<file path="config.mk">
export PLATFORM = sky130hd
export DESIGN_NAME = rhd_chip_responder
export DESIGN_NICKNAME = d
export VERILOG_FILES = /design/src/rtl/rhd_chip_responder.sv
export SDC_FILE = /design/constraint.sdc
export NUM_CORES = 1
export LEC_CHECK = 0
export ABC_AREA = 1
export ABC_CLOCK_PERIOD_IN_PS = 3100
export BUFFER_PORTS_ARGS = -buffer_cell sky130_fd_sc_hd__buf_2
export CELL_PAD_IN_SITES_DETAIL_PLACEMENT = 1
export CELL_PAD_IN_SITES_GLOBAL_PLACEMENT = 2
export CORE_ASPECT_RATIO = 1.4
export CORE_MARGIN = 2
export CORE_UTILIZATION = 32
export CTS_CLUSTER_SIZE = 8
export DETAILED_ROUTE_END_ITERATION = 7
export GPL_TIMING_DRIVEN = 1
export PLACE_DENSITY_LB_ADDON = 0.1
export SETUP_SLACK_MARGIN = 0.5
export SKIP_LAST_GASP = 1
export SLEW_MARGIN = 20
export SYNTH_ARGS = -nofsm -noshare
export SYNTH_HDL_FRONTEND = slang
export SYNTH_SLANG_ARGS = --single-unit
</file>
<file path="constraint.sdc">
create_clock -name clk -period 3.1 [get_ports clk]
set_clock_uncertainty 0.2 [all_clocks]
set_input_delay 0.465 -clock clk [delete_from_list [all_inputs] [get_ports clk]]
set_output_delay 0.465 -clock clk [all_outputs]
set_load 0.005 [all_outputs]
</file>
<file path="src/rtl/rhd_chip_responder.sv">
`default_nettype none
// ============================================================================
// Module  : rhd_chip_responder
// Brief   : Runs config/record/zcheck jobs as 16-bit Intan SPI frames to one
//           headstage chip and returns captured MISO words as parallel data.
// Revision: 1.0 - initial release
// ============================================================================
module rhd_chip_responder #(
    parameter int CHANNELS       = 32,
    parameter int N_CFG          = 8,
    parameter int ZCHECK_SAMPLES = 4,
    parameter int CS_GAP         = 2
) (
    input  logic                        clk,
    input  logic                        rstn,
    input  logic                        config_start,
    input  logic                        record_start,
    input  logic                        zcheck_start,
    input  logic [11:0]                 zcheck_channel,
    input  logic [1:0]                  zcheck_scale,
    input  logic [N_CFG*8-1:0]          cfg_data,
    output logic                        busy,
    output logic                        done,
    output logic                        zcheck_error,
    output logic [CHANNELS*16-1:0]      data_out,
    output logic [ZCHECK_SAMPLES*16-1:0] zcheck_data_out,
    output logic [7:0]                  channel_out,
    output logic                        cs_n,
    output logic                        sclk,
    output logic                        mosi,
    input  logic                        miso
);

    typedef enum logic [2:0] {S_IDLE, S_LOAD, S_FRAME, S_GAP, S_FINISH} state_t;
    typedef enum logic [1:0] {JOB_CFG, JOB_REC, JOB_ZCK} job_t;

    localparam logic [6:0] LAST_CFG  = 7'(N_CFG - 1);
    localparam logic [6:0] LAST_REC  = 7'(CHANNELS + 1);
    localparam logic [6:0] LAST_ZCK  = 7'(ZCHECK_SAMPLES + 4);
    localparam logic [6:0] ZCK_DUMMY = 7'(ZCHECK_SAMPLES + 2);
    localparam logic [7:0] GAP_LAST  = 8'(CS_GAP - 1);

    state_t      state;
    job_t        job;
    logic [6:0]  frame;
    logic [4:0]  phase;
    logic [7:0]  gap_cnt;
    logic [15:0] word;
    logic [15:0] rx;
    logic [5:0]  ch;
    logic [1:0]  scale;

    logic [15:0] cmd;
    logic [7:0]  cfg_byte;
    logic [6:0]  last_frame;
    logic [4:0]  phase_next;

    assign phase_next = phase + 5'd1;

    always_comb begin
        cfg_byte = 8'h00;
        for (int i = 0; i < N_CFG; i++) begin
            if (frame == 7'(i)) cfg_byte = cfg_data[8*i +: 8];
        end
    end

    // Command word for the current frame index of the active job.
    always_comb begin
        cmd        = 16'h0000;
        last_frame = LAST_CFG;
        case (job)
            JOB_CFG: begin
                cmd        = {2'b10, frame[5:0], cfg_byte};
                last_frame = LAST_CFG;
            end
            JOB_REC: begin
                cmd        = (frame < 7'(CHANNELS)) ? {2'b00, frame[5:0], 8'h00}
                                                    : {2'b00, 6'h3f, 8'h00};
                last_frame = LAST_REC;
            end
            JOB_ZCK: begin
                if (frame == 7'd0)
                    cmd = {2'b10, 6'd7, 2'b00, ch};
                else if (frame == 7'd1)
                    cmd = {2'b10, 6'd5, 4'b0000, scale, 2'b01};
                else if (frame < ZCK_DUMMY)
                    cmd = {2'b00, ch, 8'h00};
                else if (frame < LAST_ZCK)
                    cmd = {2'b00, 6'h3f, 8'h00};
                else
                    cmd = {2'b10, 6'd5, 8'h00};
                last_frame = LAST_ZCK;
            end
            default: begin
                cmd        = 16'h0000;
                last_frame = LAST_CFG;
            end
        endcase
    end

    always_ff @(posedge clk) begin
        if (!rstn) begin
            state           <= S_IDLE;
            job             <= JOB_CFG;
            frame           <= 7'd0;
            phase           <= 5'd0;
            gap_cnt         <= 8'd0;
            word            <= 16'h0000;
            rx              <= 16'h0000;
            ch              <= 6'd0;
            scale           <= 2'd0;
            busy            <= 1'b0;
            done            <= 1'b0;
            zcheck_error    <= 1'b0;
            data_out        <= '0;
            zcheck_data_out <= '0;
            channel_out     <= 8'd0;
            cs_n            <= 1'b1;
            sclk            <= 1'b0;
            mosi            <= 1'b0;
        end else begin
            done <= 1'b0;
            case (state)
                S_IDLE: begin
                    frame <= 7'd0;
                    if (config_start) begin
                        job   <= JOB_CFG;
                        busy  <= 1'b1;
                        state <= S_LOAD;
                    end else if (zcheck_start) begin
                        job   <= JOB_ZCK;
                        ch    <= zcheck_channel[5:0];
                        scale <= zcheck_scale;
                        busy  <= 1'b1;
                        if (zcheck_channel >= 12'(CHANNELS)) begin
                            zcheck_error <= 1'b1;
                            state        <= S_FINISH;
                        end else begin
                            zcheck_error <= 1'b0;
                            state        <= S_LOAD;
                        end
                    end else if (record_start) begin
                        job   <= JOB_REC;
                        busy  <= 1'b1;
                        state <= S_LOAD;
                    end
                end
                S_LOAD: begin
                    word  <= cmd;
                    mosi  <= cmd[15];
                    cs_n  <= 1'b0;
                    sclk  <= 1'b0;
                    phase <= 5'd0;
                    state <= S_FRAME;
                end
                S_FRAME: begin
                    if (phase[0]) rx <= {rx[14:0], miso};
                    if (phase == 5'd31) begin
                        cs_n    <= 1'b1;
                        sclk    <= 1'b0;
                        mosi    <= 1'b0;
                        gap_cnt <= 8'd0;
                        state   <= S_GAP;
                    end else begin
                        phase <= phase_next;
                        sclk  <= phase_next[0];
                        mosi  <= word[~phase_next[4:1]];
                    end
                end
                S_GAP: begin
                    // Results trail their CONVERT by two frames of chip pipeline.
                    if (gap_cnt == 8'd0) begin
                        if (job == JOB_REC) begin
                            for (int c = 0; c < CHANNELS; c++) begin
                                if (frame == 7'(c + 2)) data_out[16*c +: 16] <= rx;
                            end
                            if (frame >= 7'd2) channel_out <= {1'b0, frame - 7'd2};
                        end else if (job == JOB_ZCK) begin
                            for (int s = 0; s < ZCHECK_SAMPLES; s++) begin
                                if (frame == 7'(s + 4)) zcheck_data_out[16*s +: 16] <= rx;
                            end
                        end
                    end
                    if (gap_cnt == GAP_LAST) begin
                        if (frame == last_frame) begin
                            state <= S_FINISH;
                        end else begin
                            frame <= frame + 7'd1;
                            state <= S_LOAD;
                        end
                    end else begin
                        gap_cnt <= gap_cnt + 8'd1;
                    end
                end
                S_FINISH: begin
                    busy  <= 1'b0;
                    done  <= 1'b1;
                    state <= S_IDLE;
                end
                default: state <= S_IDLE;
            endcase
        end
    end

endmodule
`default_nettype wire
</file>
==> results of run 1 <==
worst paths after layout:
path	startpoint	to	slack, ns	cells after the start
min reg2reg	data_out[300]	data_out[300]	0.24	2
max	frame[0]	data_out[142]	0.63	8
min	rstn	channel_out[5]	0.04	3
max reg2reg	frame[0]	data_out[142]	0.63	8
area by class of cell:
type | count | area share
Antenna cell | 2 | 0.000156
Clock buffer | 95 | 0.0730
Clock inverter | 5 | 0.00327
Inverter | 508 | 0.0605
Multi-Input combinational cell | 1708 | 0.281
Sequential cell | 653 | 0.408
Tap cell | 1045 | 0.0407
Timing Repair Buffer | 763 | 0.132
what timing repair did:
item | 4_1_cts | 5_1_grt
gates resized for setup | 23 | 51
setup endpoints to repair | 424 | 398
hold buffers | 9 | 0
setup buffers | 9 | 12
cloned | 0 | 1
endpoints found under the hold margin | 9 | 0
pin swaps | 5 | 6
per-stage QoR:
| stage | TNS [ns] | instance area (sq um) | hold WS (ns) | setup slack [ns] |
|---|---|---|---|---|
| finish | 0 | 32100 | 0.0443 | 0.634 |
| global route | 0 | 32100 | 0.0231 | 0.476 |
| CTS | 0 | 31800 | 0.00876 | 0.382 |
| detailed placement | -0.0299 | 29100 | 0.233 | -0.0299 |
| global placement | -0.0241 | 29100 | 0.229 | -0.0241 |
| floorplan | 0 | 24900 | 0.230 | 0.996 |
placed cells by master, fill, tap and decap left out, types with 3 or more instances in the layout:
cell	Yosys	layout
inv_1	492	489
mux2i_1	4	4
nor4_1	3	3
a211oi_1	115	115
inv_4	0	4
o31ai_1	4	4
buf_12	0	10
ha_1	17	14
nor2_4	7	10
dlygate4sd3_1	0	9
nor2_1	223	216
nand3_1	29	27
o211ai_1	6	6
a21oi_1	533	532
o21ai_1	4	5
dfxtp_1	653	629
inv_2	13	10
clkbuf_16	0	93
nor2_2	7	11
a211oi_2	16	16
dfxtp_4	0	3
buf_2	45	671
nand2_2	9	4
buf_4	4	63
nand3_4	1	3
nand4_1	9	9
buf_6	3	6
buf_8	0	4
nand2_1	174	170
o21ai_0	491	490
nor3_4	2	4
nand2_4	1	9
xor2_1	7	7
nor3_1	15	14
dfxtp_2	0	21
or2_2	9	9
tightest hold or removal path: cells and delay by family:
family / cells / cell delay, ns
compound gates: 2 / 0.22
buf+inv: 1 / 0.13
flip-flops by register name, indices dropped and copies added (netlist names), 2 cells and up:
signal / count
scale: 2
phase: 5
word: 15
state: 3
ch: 6
job: 2
frame: 7
rx: 16
gap_cnt: 8
data_out: 512
zcheck_data_out: 64
channel_out: 7
routing by layer:
metal	global-route usage	vias to the layer above
met3	0.0826	160
li1	-	11300
met4	0.0936	0
met1	0.308	11300
met2	0.463	718
met5	0	-
logic make-up after synthesis:
logic type               Yosys count  share of synthesized area
AO/OA/AOI/OAI                   1179                      0.255
buffers and inverters            769                      0.120
flip-flops                       653                      0.525
AND/OR/NAND/NOR                  495                     0.0856
adder cells (fa/ha/maj)           17                    0.00854
XOR/XNOR                           9                    0.00316
multiplexers                       6                    0.00251
other                              1                   0.000151
Yosys cell counts (2+ instances only):
cell / instances
dfxtp_1: 653
a21oi_1: 533
inv_1: 492
o21ai_0: 491
nor2_1: 223
clkbuf_1: 193
nand2_1: 174
a211oi_1: 115
buf_2: 45
nand3_1: 29
ha_1: 17
a211oi_2: 16
buf_1: 15
nor3_1: 15
inv_2: 13
nand2_2: 9
nand4_1: 9
or2_2: 9
nor2_2: 7
nor2_4: 7
xor2_1: 7
o211ai_1: 6
buf_4: 4
mux2i_1: 4
o21ai_1: 4
o31ai_1: 4
buf_6: 3
nor4_1: 3
a22oi_1: 2
mux2_2: 2
nor3_2: 2
nor3_4: 2
o221ai_1: 2
o22ai_1: 2
xnor2_1: 2
power by group:
part           internal (mW)  switching [mW]  total (mW)
logic                  0.435            1.11        1.54
registers               8.53           0.127        8.66
clock network           5.30            3.71        9.01
==> flow_metrics.py, run 1 <==
metrics = {
    "placement": {
        "place_hpwl_um": 77400,
        "io_buffers": 672,
        "routabilityCongestion": 0.803,
        "place_inst": 4646,
    },
    "critical_path": {
        "critical_path_buf_inv_count": 4,
        "worstPathMaxFanout": 32,
        "cp-start-kind": "flip-flop",
        "cp.arrival_ns": 2.81,
        "crit_family": "buffers and inverters",
        "path_cells": "clkinvlp_4 -> buf_4 -> ha_2 -> inv_1 -> nor3_4 -> buf_8 -> nor2_1 -> a211oi_1",
        "endpoint_kind": "flip-flop",
        "path_class": "reg2reg",
        "crit_slowest_cell": "ha_2",
        "critPathRequiredTime_ns": 3.44,
        "slowest_delay_ns": 0.42,
    },
    "die": {
        "die_w_um": 240,
        "num_io_pins": 674,
        "initial_core_util": 0.321,
        "coreArea_sq_um": 77500,
        "rows": 121,
        "die_h_um": 334,
        "dieArea_sq_um": 80100,
    },
    "global_route": {
        "grt_use_total": 0.267,
        "grt_pass1_vias": 23900,
        "grt_max_degree": 219,
        "grt_first_pass_wirelength_um": 159000,
        "antenna_found_initial": 4,
        "grt-ovfl-total": 0,
    },
    "drt": {
        "vias": 23500,
        "drtAntennaViolNets": 0,
        "drt_wl_total_um": 110000,
        "wire_per_inst_um": 23.1,
        "wl_met1_um": 43900,
        "drt_first_pass_iters": 7,
        "dr.max_layer_used": "met4",
        "wl_met3_um": 8710,
        "drc": 0,
        "met2_length_um": 53800,
        "routed_via_density": 4.92,
        "dr.first_iter.drc_count": 1070,
    },
    "layout": {
        "finalNetCount": 3826,
        "ff_latch_area_sq_um": 13100,
        "final_cells": 4779,
        "layout-drive-gt1-share": 0.260,
        "multi_input_area_sq_um": 9040,
        "synthToLayoutAreaGrowth_pct": 28.8,
        "num-fill-cells": 9414,
        "utilization": 0.414,
    },
    "yosys": {
        "synth_area_leaders": "dfxtp_1 (52%), a21oi_1 (11%), o21ai_0 (9.9%), inv_1 (7.4%), a211oi_1 (3.5%)",
        "synth_cells": 3129,
        "synthesis.nets": 3230,
        "yosysWarningCount": 0,
        "ys_seq_elements": 653,
        "yosysTopAreaCellShare": 0.525,
        "ys_types": 50,
        "synth_top_area_cell": "dfxtp_1",
        "yosysSeqAreaShare": 0.525,
        "synth_edf_count": 0,
        "syn_area_per_cell_sq_um": 7.96,
        "ys.flop_type": "dfxtp_1",
        "synthArstFlopShare": 0,
        "netlist_area_sq_um": 24900,
    },
    "power": {
        "p_leak_nw": 14.0,
        "power_density_nw_per_um2": 598,
        "vdd_drop_max_mv": 0.428,
        "power_mw": 19.2,
    },
    "sta": {
        "period_share": 0.796,
        "fin_crit_ns": 2.47,
        "finalSetupViolations": 0,
        "rsz0062_at_grt": "true",
        "finalMaxSlewViolations": 0,
        "tightest_slew_ns": 0.978,
        "finalHoldViolations": 0,
        "slew_headroom": 0.348,
        "timing.fmax_ghz": 0.405,
    },
    "cts": {
        "cts_tree": "yes",
        "cts_sinks": 653,
        "ctsLongestPathBuffers": 3,
        "cts.clk_slew.worst_paths_ns": 0.05,
        "cts_buffers": 91,
        "insertion_delay_ns": 0.64,
        "htreeDepth": 3,
        "root_buffer": "clkbuf_16",
    },
    "run_status": {
        "status": "finished clean",
    },
    "run": {
        "max_cap_violations": 0,
    },
    "worst_hold_path": {
        "hold_path.class": "in2reg",
    },
}
Power figures use the tool's default switching activity.
==> run 2: changes to the inputs <==
- ABC_AREA: 1 -> 0
- ABC_CLOCK_PERIOD_IN_PS: 3100 -> 2300
- CORE_UTILIZATION: 32 -> 31
- clock period: 3.1 -> 2.3 ns (I/O delays scaled with it)
==> run 2 against run 1 <==
Against the previous run: worst hold slack got worse by 0.023 ns; the run now ends with setup timing left; area after synthesis increased by 6.4%; largest power group unchanged; critical endpoint is now data_out[329]; design area increased by 11%; critical path depth is 2 higher; synthesized cell count fell by 1.6%; cell count grew 3.2%; via count grew 5.9%.
==> flow_metrics.py, run 2 <==
metrics = {
    "run_status": {
        "status": "finished with violations",
        "violations": "setup timing",
    },
    "layout": {
        "largest_registers": "data_out (512), zcheck_data_out (64), rx (16)",
        "final_common_cell": "nand2_1",
        "synthToLayoutAreaGrowth_pct": 35.0,
        "finalNetCount": 3939,
        "diodes": 0,
        "final_cell_mix": "nand2_1 (998), buf_2 (671), dfxtp_1 (631), a21boi_0 (271), a21boi_1 (228)",
        "final_cell_area_sq_um": 35800,
        "top_register": "data_out",
        "largest_reg_flops": 512,
        "layout-drive-gt1-share": 0.300,
    },
    "drt": {
        "drtAntennaViolNets": 0,
        "drt_first_pass_iters": 5,
        "wire_per_inst_um": 24.5,
        "dr.first_iter.drc_count": 1178,
        "vias": 24900,
        "drt_wl_total_um": 121000,
        "drc": 0,
        "routed_via_density": 5.05,
    },
    "die": {
        "initial_core_util": 0.314,
        "num_io_pins": 674,
        "rows": 126,
        "die_h_um": 350,
        "coreArea_sq_um": 84500,
        "die_w_um": 251,
        "dieArea_sq_um": 87900,
    },
    "global_route": {
        "met2_usage": 0.465,
        "grt-ovfl-total": 0,
        "grt_max_degree": 198,
        "gr-usage-met1": 0.309,
        "grt_util_met3": 0.0588,
        "grt_pass1_vias": 25800,
        "grt_first_pass_wirelength_um": 174000,
        "antenna_found_initial": 1,
        "grt_use_total": 0.265,
        "grt.busiest_layer": "met2",
    },
    "sta": {
        "finalHoldViolations": 0,
        "timing.fmax_ghz": 0.341,
        "rsz0062_at_grt": "true",
        "finalMaxSlewViolations": 0,
        "period_share": 1.28,
        "slew_headroom": 0.504,
        "fin_crit_ns": 2.93,
        "finalSetupViolations": 605,
        "fin_hold_ws_ns": 0.0208,
        "layout_setup_ws_ns": -0.633,
        "tightest_slew_ns": 0.744,
    },
    "worst_hold_path": {
        "hold_path.class": "in2reg",
        "min_delay_path_depth": 3,
        "worst_hold_startpoint": "cfg_data[46]",
        "hold_end": "word[6]",
    },
    "yosys": {
        "yosysMostFrequentCell": "nand2_1",
        "ys_seq_elements": 653,
        "yosysSeqAreaShare": 0.493,
        "ys_types": 69,
        "ys.flop_type": "dfxtp_1",
        "syn_area_per_cell_sq_um": 8.61,
        "yosysWarningCount": 0,
        "synthesis.nets": 3180,
        "netlist_area_sq_um": 26500,
        "yosysTopAreaCellShare": 0.493,
        "synth_area_leaders": "dfxtp_1 (49%), nand2_1 (15%), a21boi_0 (10%), a21boi_1 (4.4%), mux2i_1 (3.4%)",
        "synth_common_cells": "nand2_1 (1,044), dfxtp_1 (653), a21boi_0 (367)",
        "synth_edf_count": 0,
        "synthArstFlopShare": 0,
        "synth_top_area_cell": "dfxtp_1",
        "synth_cells": 3079,
    },
    "placement": {
        "io_buffers": 672,
        "routabilityCongestion": 0.860,
        "dpl_cell_area_sq_um": 32400,
        "place_hpwl_um": 82900,
    },
    "critical_path": {
        "endpoint_kind": "flip-flop",
        "rrSetupSlack_ns": -0.63,
        "r2r_cells": 10,
        "cp.arrival_ns": 3.32,
        "r2r_start": "gap_cnt[7]",
        "worstPathMaxFanout": 8,
        "path_class": "reg2reg",
        "critPathRequiredTime_ns": 2.68,
        "cp-start-kind": "flip-flop",
        "r2r-end": "data_out[329]",
    },
    "cts": {
        "cts_sinks": 653,
        "cts_buffers": 91,
        "cts_tree": "yes",
        "cts.clk_slew.worst_paths_ns": 0.05,
        "ctsLongestPathBuffers": 3,
        "root_buffer": "clkbuf_16",
        "htreeDepth": 3,
        "insertion_delay_ns": 0.65,
    },
    "power": {
        "power_density_nw_per_um2": 696,
        "vdd_drop_max_mv": 0.540,
        "p_leak_nw": 15.3,
        "p_sw_frac": 0.232,
        "seqPwrFrac": 0.461,
        "switchingPower_mw": 5.79,
        "pwr-share-comb": 0.055,
        "clock_power_share": 0.485,
        "p_int_mw": 19.1,
    },
    "run": {
        "max_cap_violations": 0,
    },
}
-- run 2: area by class of cell --
cell class | instances | area, sq um
clock buffer | 97 | 2340
clock inverter | 4 | 61.3
fill | 9910 | 48700
inverter | 13 | 53.8
multi-input combinational | 2150 | 12700
sequential | 653 | 13100
tap | 1088 | 1360
timing repair buffer | 929 | 6200
-- run 2: worst max-delay path, stage by stage, from the launching register on --
cell and delay, ns:
dfxtp_2 0.32, or4_4 0.53, or4_4 0.57, nor4b_4 0.24, buf_6 0.18, buf_12 0.13, buf_12 0.11, nand3_4 0.11
buf_12 0.18, mux2i_1 0.13, nor2b_1 0.17
-- run 2: how the worst max path moves through the flow --
stage               endpoint  slack, ns        from
2_1_floorplan  data_out[360]      -0.52  gap_cnt[2]
3_3_place_gp   data_out[259]      -0.69  gap_cnt[7]
3_5_place_dp   data_out[267]      -0.72  gap_cnt[7]
4_1_cts        data_out[329]      -0.66  gap_cnt[7]
5_1_grt        data_out[257]      -0.76  gap_cnt[7]
6_report       data_out[329]      -0.63  gap_cnt[7]
-- run 2: repair_timing --
item	in CTS	in global routing
cloned	4	7
endpoints found under the hold margin	31	0
pin swaps	6	47
setup endpoints to repair	641	650
setup buffers	3	1
hold buffers	44	0
resized for setup	21	110
-- run 2: layer usage --
metal | share of wire | up-vias
met5 | 0 | -
met4 | 0.045 | 0
met3 | 0.057 | 229
met2 | 0.49 | 744
met1 | 0.41 | 12300
li1 | - | 11600
-- run 2: power by group through the flow --
stage,combinational (mW),clock [mW],sequential [mW]
after detailed placement,1.29,0,11.7
after CTS,1.36,12.4,11.5
final,1.36,12.1,11.5
after global routing,1.48,12.9,11.5
after floorplan,0.756,0,11.7
after global placement,1.26,0,11.7
-- run 2: stage by stage --
step	power, mW	TNS, ns	utilization	worst slack [ns]	cells
after floorplan	12.4	-151.36	-	-0.520	3079
after global placement	13.0	-212.82	0.383	-0.687	4774
after detailed placement	13.0	-237.43	0.383	-0.720	4774
after CTS	25.3	-241.55	0.418	-0.663	4926
after global routing	25.8	-296.13	0.424	-0.757	4934
final	24.9	-223.02	0.424	-0.633	4934
-- run 2: cell families (layout without fill, tap and decap cells) --
kind of cell,after synthesis,in the layout,share of synthesized area
compound gates,638,638,0.180
xor+xnor,19,19,0.00628
fa+ha+maj,17,17,0.00802
buf+inv,283,1043,0.0514
flops,653,653,0.493
mux,95,95,0.0374
other cells,1,1,0.000141
simple gates,1373,1380,0.224
==> run 3: changes to the inputs <==
- REMOVE_ABC_BUFFERS: unset -> 1
==> run 3 against run 2 <==
Against the previous run: the flow still finishes with violations (setup timing); combinational power barely moved; routed wire length rose by 0.75%; sequential share of layout area fell by 1.1 points; cell count rose by 0.41%; die area did not move; setup slack got worse by 0.060 ns; clock-buffer cell count did not move; critical endpoint is now data_out[468]; largest power group unchanged; highest routed layer unchanged.
==> flow_metrics.py, run 3 (synthesis results as in run 2) <==
metrics = {
    "sta": {
        "finalMaxSlewViolations": 0,
        "finalSetupViolations": 608,
        "slew_headroom": 0.498,
        "setup_tns_ns": -268.97,
        "fin_hold_ws_ns": 0.0447,
        "finalHoldViolations": 0,
        "tightest_slew_ns": 0.745,
        "rsz0062_at_grt": "true",
        "timing.fmax_ghz": 0.334,
        "fin_crit_ns": 2.99,
        "period_share": 1.30,
        "layout_setup_ws_ns": -0.692,
    },
    "layout": {
        "synthToLayoutAreaGrowth_pct": 38.9,
        "ff_latch_area_sq_um": 13100,
        "diodes": 0,
        "top_register": "data_out",
        "num-fill-cells": 9823,
        "multi_input_area_sq_um": 13200,
        "final_cell_area_sq_um": 36800,
        "final_cell_mix": "nand2_1 (924), buf_2 (671), dfxtp_1 (634), a21boi_0 (293), a21boi_1 (170)",
        "largest_reg_flops": 512,
        "layout-drive-gt1-share": 0.332,
        "final_common_cell": "nand2_1",
        "largest_registers": "data_out (512), zcheck_data_out (64), rx (16)",
        "finalNetCount": 3959,
    },
    "placement": {
        "io_buffers": 672,
        "routabilityCongestion": 0.909,
        "dpl_cell_area_sq_um": 32400,
        "place_hpwl_um": 82800,
    },
    "drt": {
        "drtAntennaViolNets": 0,
        "drc": 0,
        "drt_first_pass_iters": 5,
        "vias": 24900,
        "drt_wl_total_um": 122000,
        "wire_per_inst_um": 24.6,
        "dr.first_iter.drc_count": 1067,
        "routed_via_density": 5.03,
    },
    "global_route": {
        "grt_first_pass_wirelength_um": 174000,
        "grt_use_total": 0.264,
        "grt_max_degree": 106,
        "antenna_found_initial": 0,
        "grt_pass1_vias": 26000,
        "grt-ovfl-total": 0,
    },
    "cts": {
        "cts_buffers": 92,
        "cts.clk_slew.worst_paths_ns": 0.05,
        "insertion_delay_ns": 0.63,
        "cts_sinks": 653,
        "ctsLongestPathBuffers": 3,
        "root_buffer": "clkbuf_16",
        "cts_tree": "yes",
        "htreeDepth": 3,
    },
    "critical_path": {
        "critPathRequiredTime_ns": 2.66,
        "crit_top_cell": "or4_4",
        "crit_family": "simple AND/OR/NAND/NOR gates",
        "slowest_delay_ns": 0.55,
        "worstPathMaxFanout": 8,
        "critical_path_buf_inv_count": 3,
        "cp-start-kind": "flip-flop",
        "endpoint_kind": "flip-flop",
        "crit_slowest_cell": "or4_4",
        "r2r_start": "gap_cnt[7]",
        "path_cells": "or4_4 -> or4_4 -> nor4b_4 -> buf_6 -> buf_12 -> and3_4 -> clkbuf_16 -> nand2_4 -> a21boi_2",
        "cp.arrival_ns": 3.35,
        "critPathLaunch": "gap_cnt[7]",
        "path_class": "reg2reg",
    },
    "run": {
        "max_cap_violations": 0,
    },
    "die": {
        "coreArea_sq_um": 84500,
        "initial_core_util": 0.314,
        "die_h_um": 350,
        "die_w_um": 251,
        "num_io_pins": 674,
        "dieArea_sq_um": 87900,
        "rows": 126,
    },
    "worst_hold_path": {
        "hold_path.class": "in2reg",
        "worst_hold_startpoint": "cfg_data[42]",
    },
    "power": {
        "p_leak_nw": 16.1,
        "vdd_drop_max_mv": 0.491,
        "power_density_nw_per_um2": 678,
    },
    "run_status": {
        "status": "finished with violations",
        "violations": "setup timing",
    },
}
==> run 3: timing repair <==
item,CTS,global route
buffers inserted,6,3
gates cloned,9,13
hold buffers,40,0
endpoints found under the hold margin,45,0
pin swaps,31,184
setup endpoints to repair,649,650
gates resized for setup,72,316
==> run 3: area by class of cell <==
| class | count | area share |
|---|---|---|
| flip-flops and latches | 653 | 0.356 |
| inverters | 13 | 0.00133 |
| well taps | 1088 | 0.0370 |
| clock inverters | 5 | 0.00197 |
| repair buffers | 948 | 0.181 |
| clock buffers | 97 | 0.0639 |
| multi-input cells | 2150 | 0.359 |
==> run 3: power by group <==
part | internal (mW) | total (mW) | switching, mW | leakage (nW)
clock | 7.13 | 12.1 | 4.96 | 1.19
combinational | 0.623 | 1.38 | 0.753 | 9.61
sequential | 11.4 | 11.5 | 0.0659 | 5.27
total | 19.2 | 25.0 | 5.77 | 16.1
==> run 3: per-stage QoR <==
| step | setup WS [ns] | std cells | util | power, mW |
|---|---|---|---|---|
| 6_report | -0.692 | 4954 | 0.436 | 25.0 |
| 5_1_grt | -0.781 | 4954 | 0.436 | 25.8 |
| 4_1_cts | -0.635 | 4938 | 0.421 | 25.3 |
| 3_5_place_dp | -0.733 | 4781 | 0.383 | 13.0 |
| 3_3_place_gp | -0.633 | 4781 | 0.383 | 13.0 |
| 2_1_floorplan | -2.00 | 2809 | - | 12.3 |
==> run 3: worst register-to-register path: stages, from the launching register on <==
cell	delay, ns
dfxtp_2	0.32
or4_4	0.54
or4_4	0.55
nor4b_4	0.34
buf_6	0.20
buf_12	0.14
and3_4	0.24
clkbuf_16	0.17
nand2_4	0.05
a21boi_2	0.16
==> run 3: path summary, 6_finish.rpt <==
kind | endpoint | slack (ns) | cells past startpoint
min reg2reg | zcheck_data_out[27] | 0.25 | 2
max reg2reg | data_out[468] | -0.69 | 9
max | data_out[468] | -0.69 | 9
min | word[2] | 0.04 | 4
==> run 3: routing by layer <==
metal	wire, um	vias up	global-route usage	share of wire
li1	-	11700	-	-
met1	50000	12400	0.309	0.41
met2	61000	700	0.471	0.50
met3	6650	170	0.0576	0.054
met4	4340	0	0.0992	0.036
met5	0	-	0	0
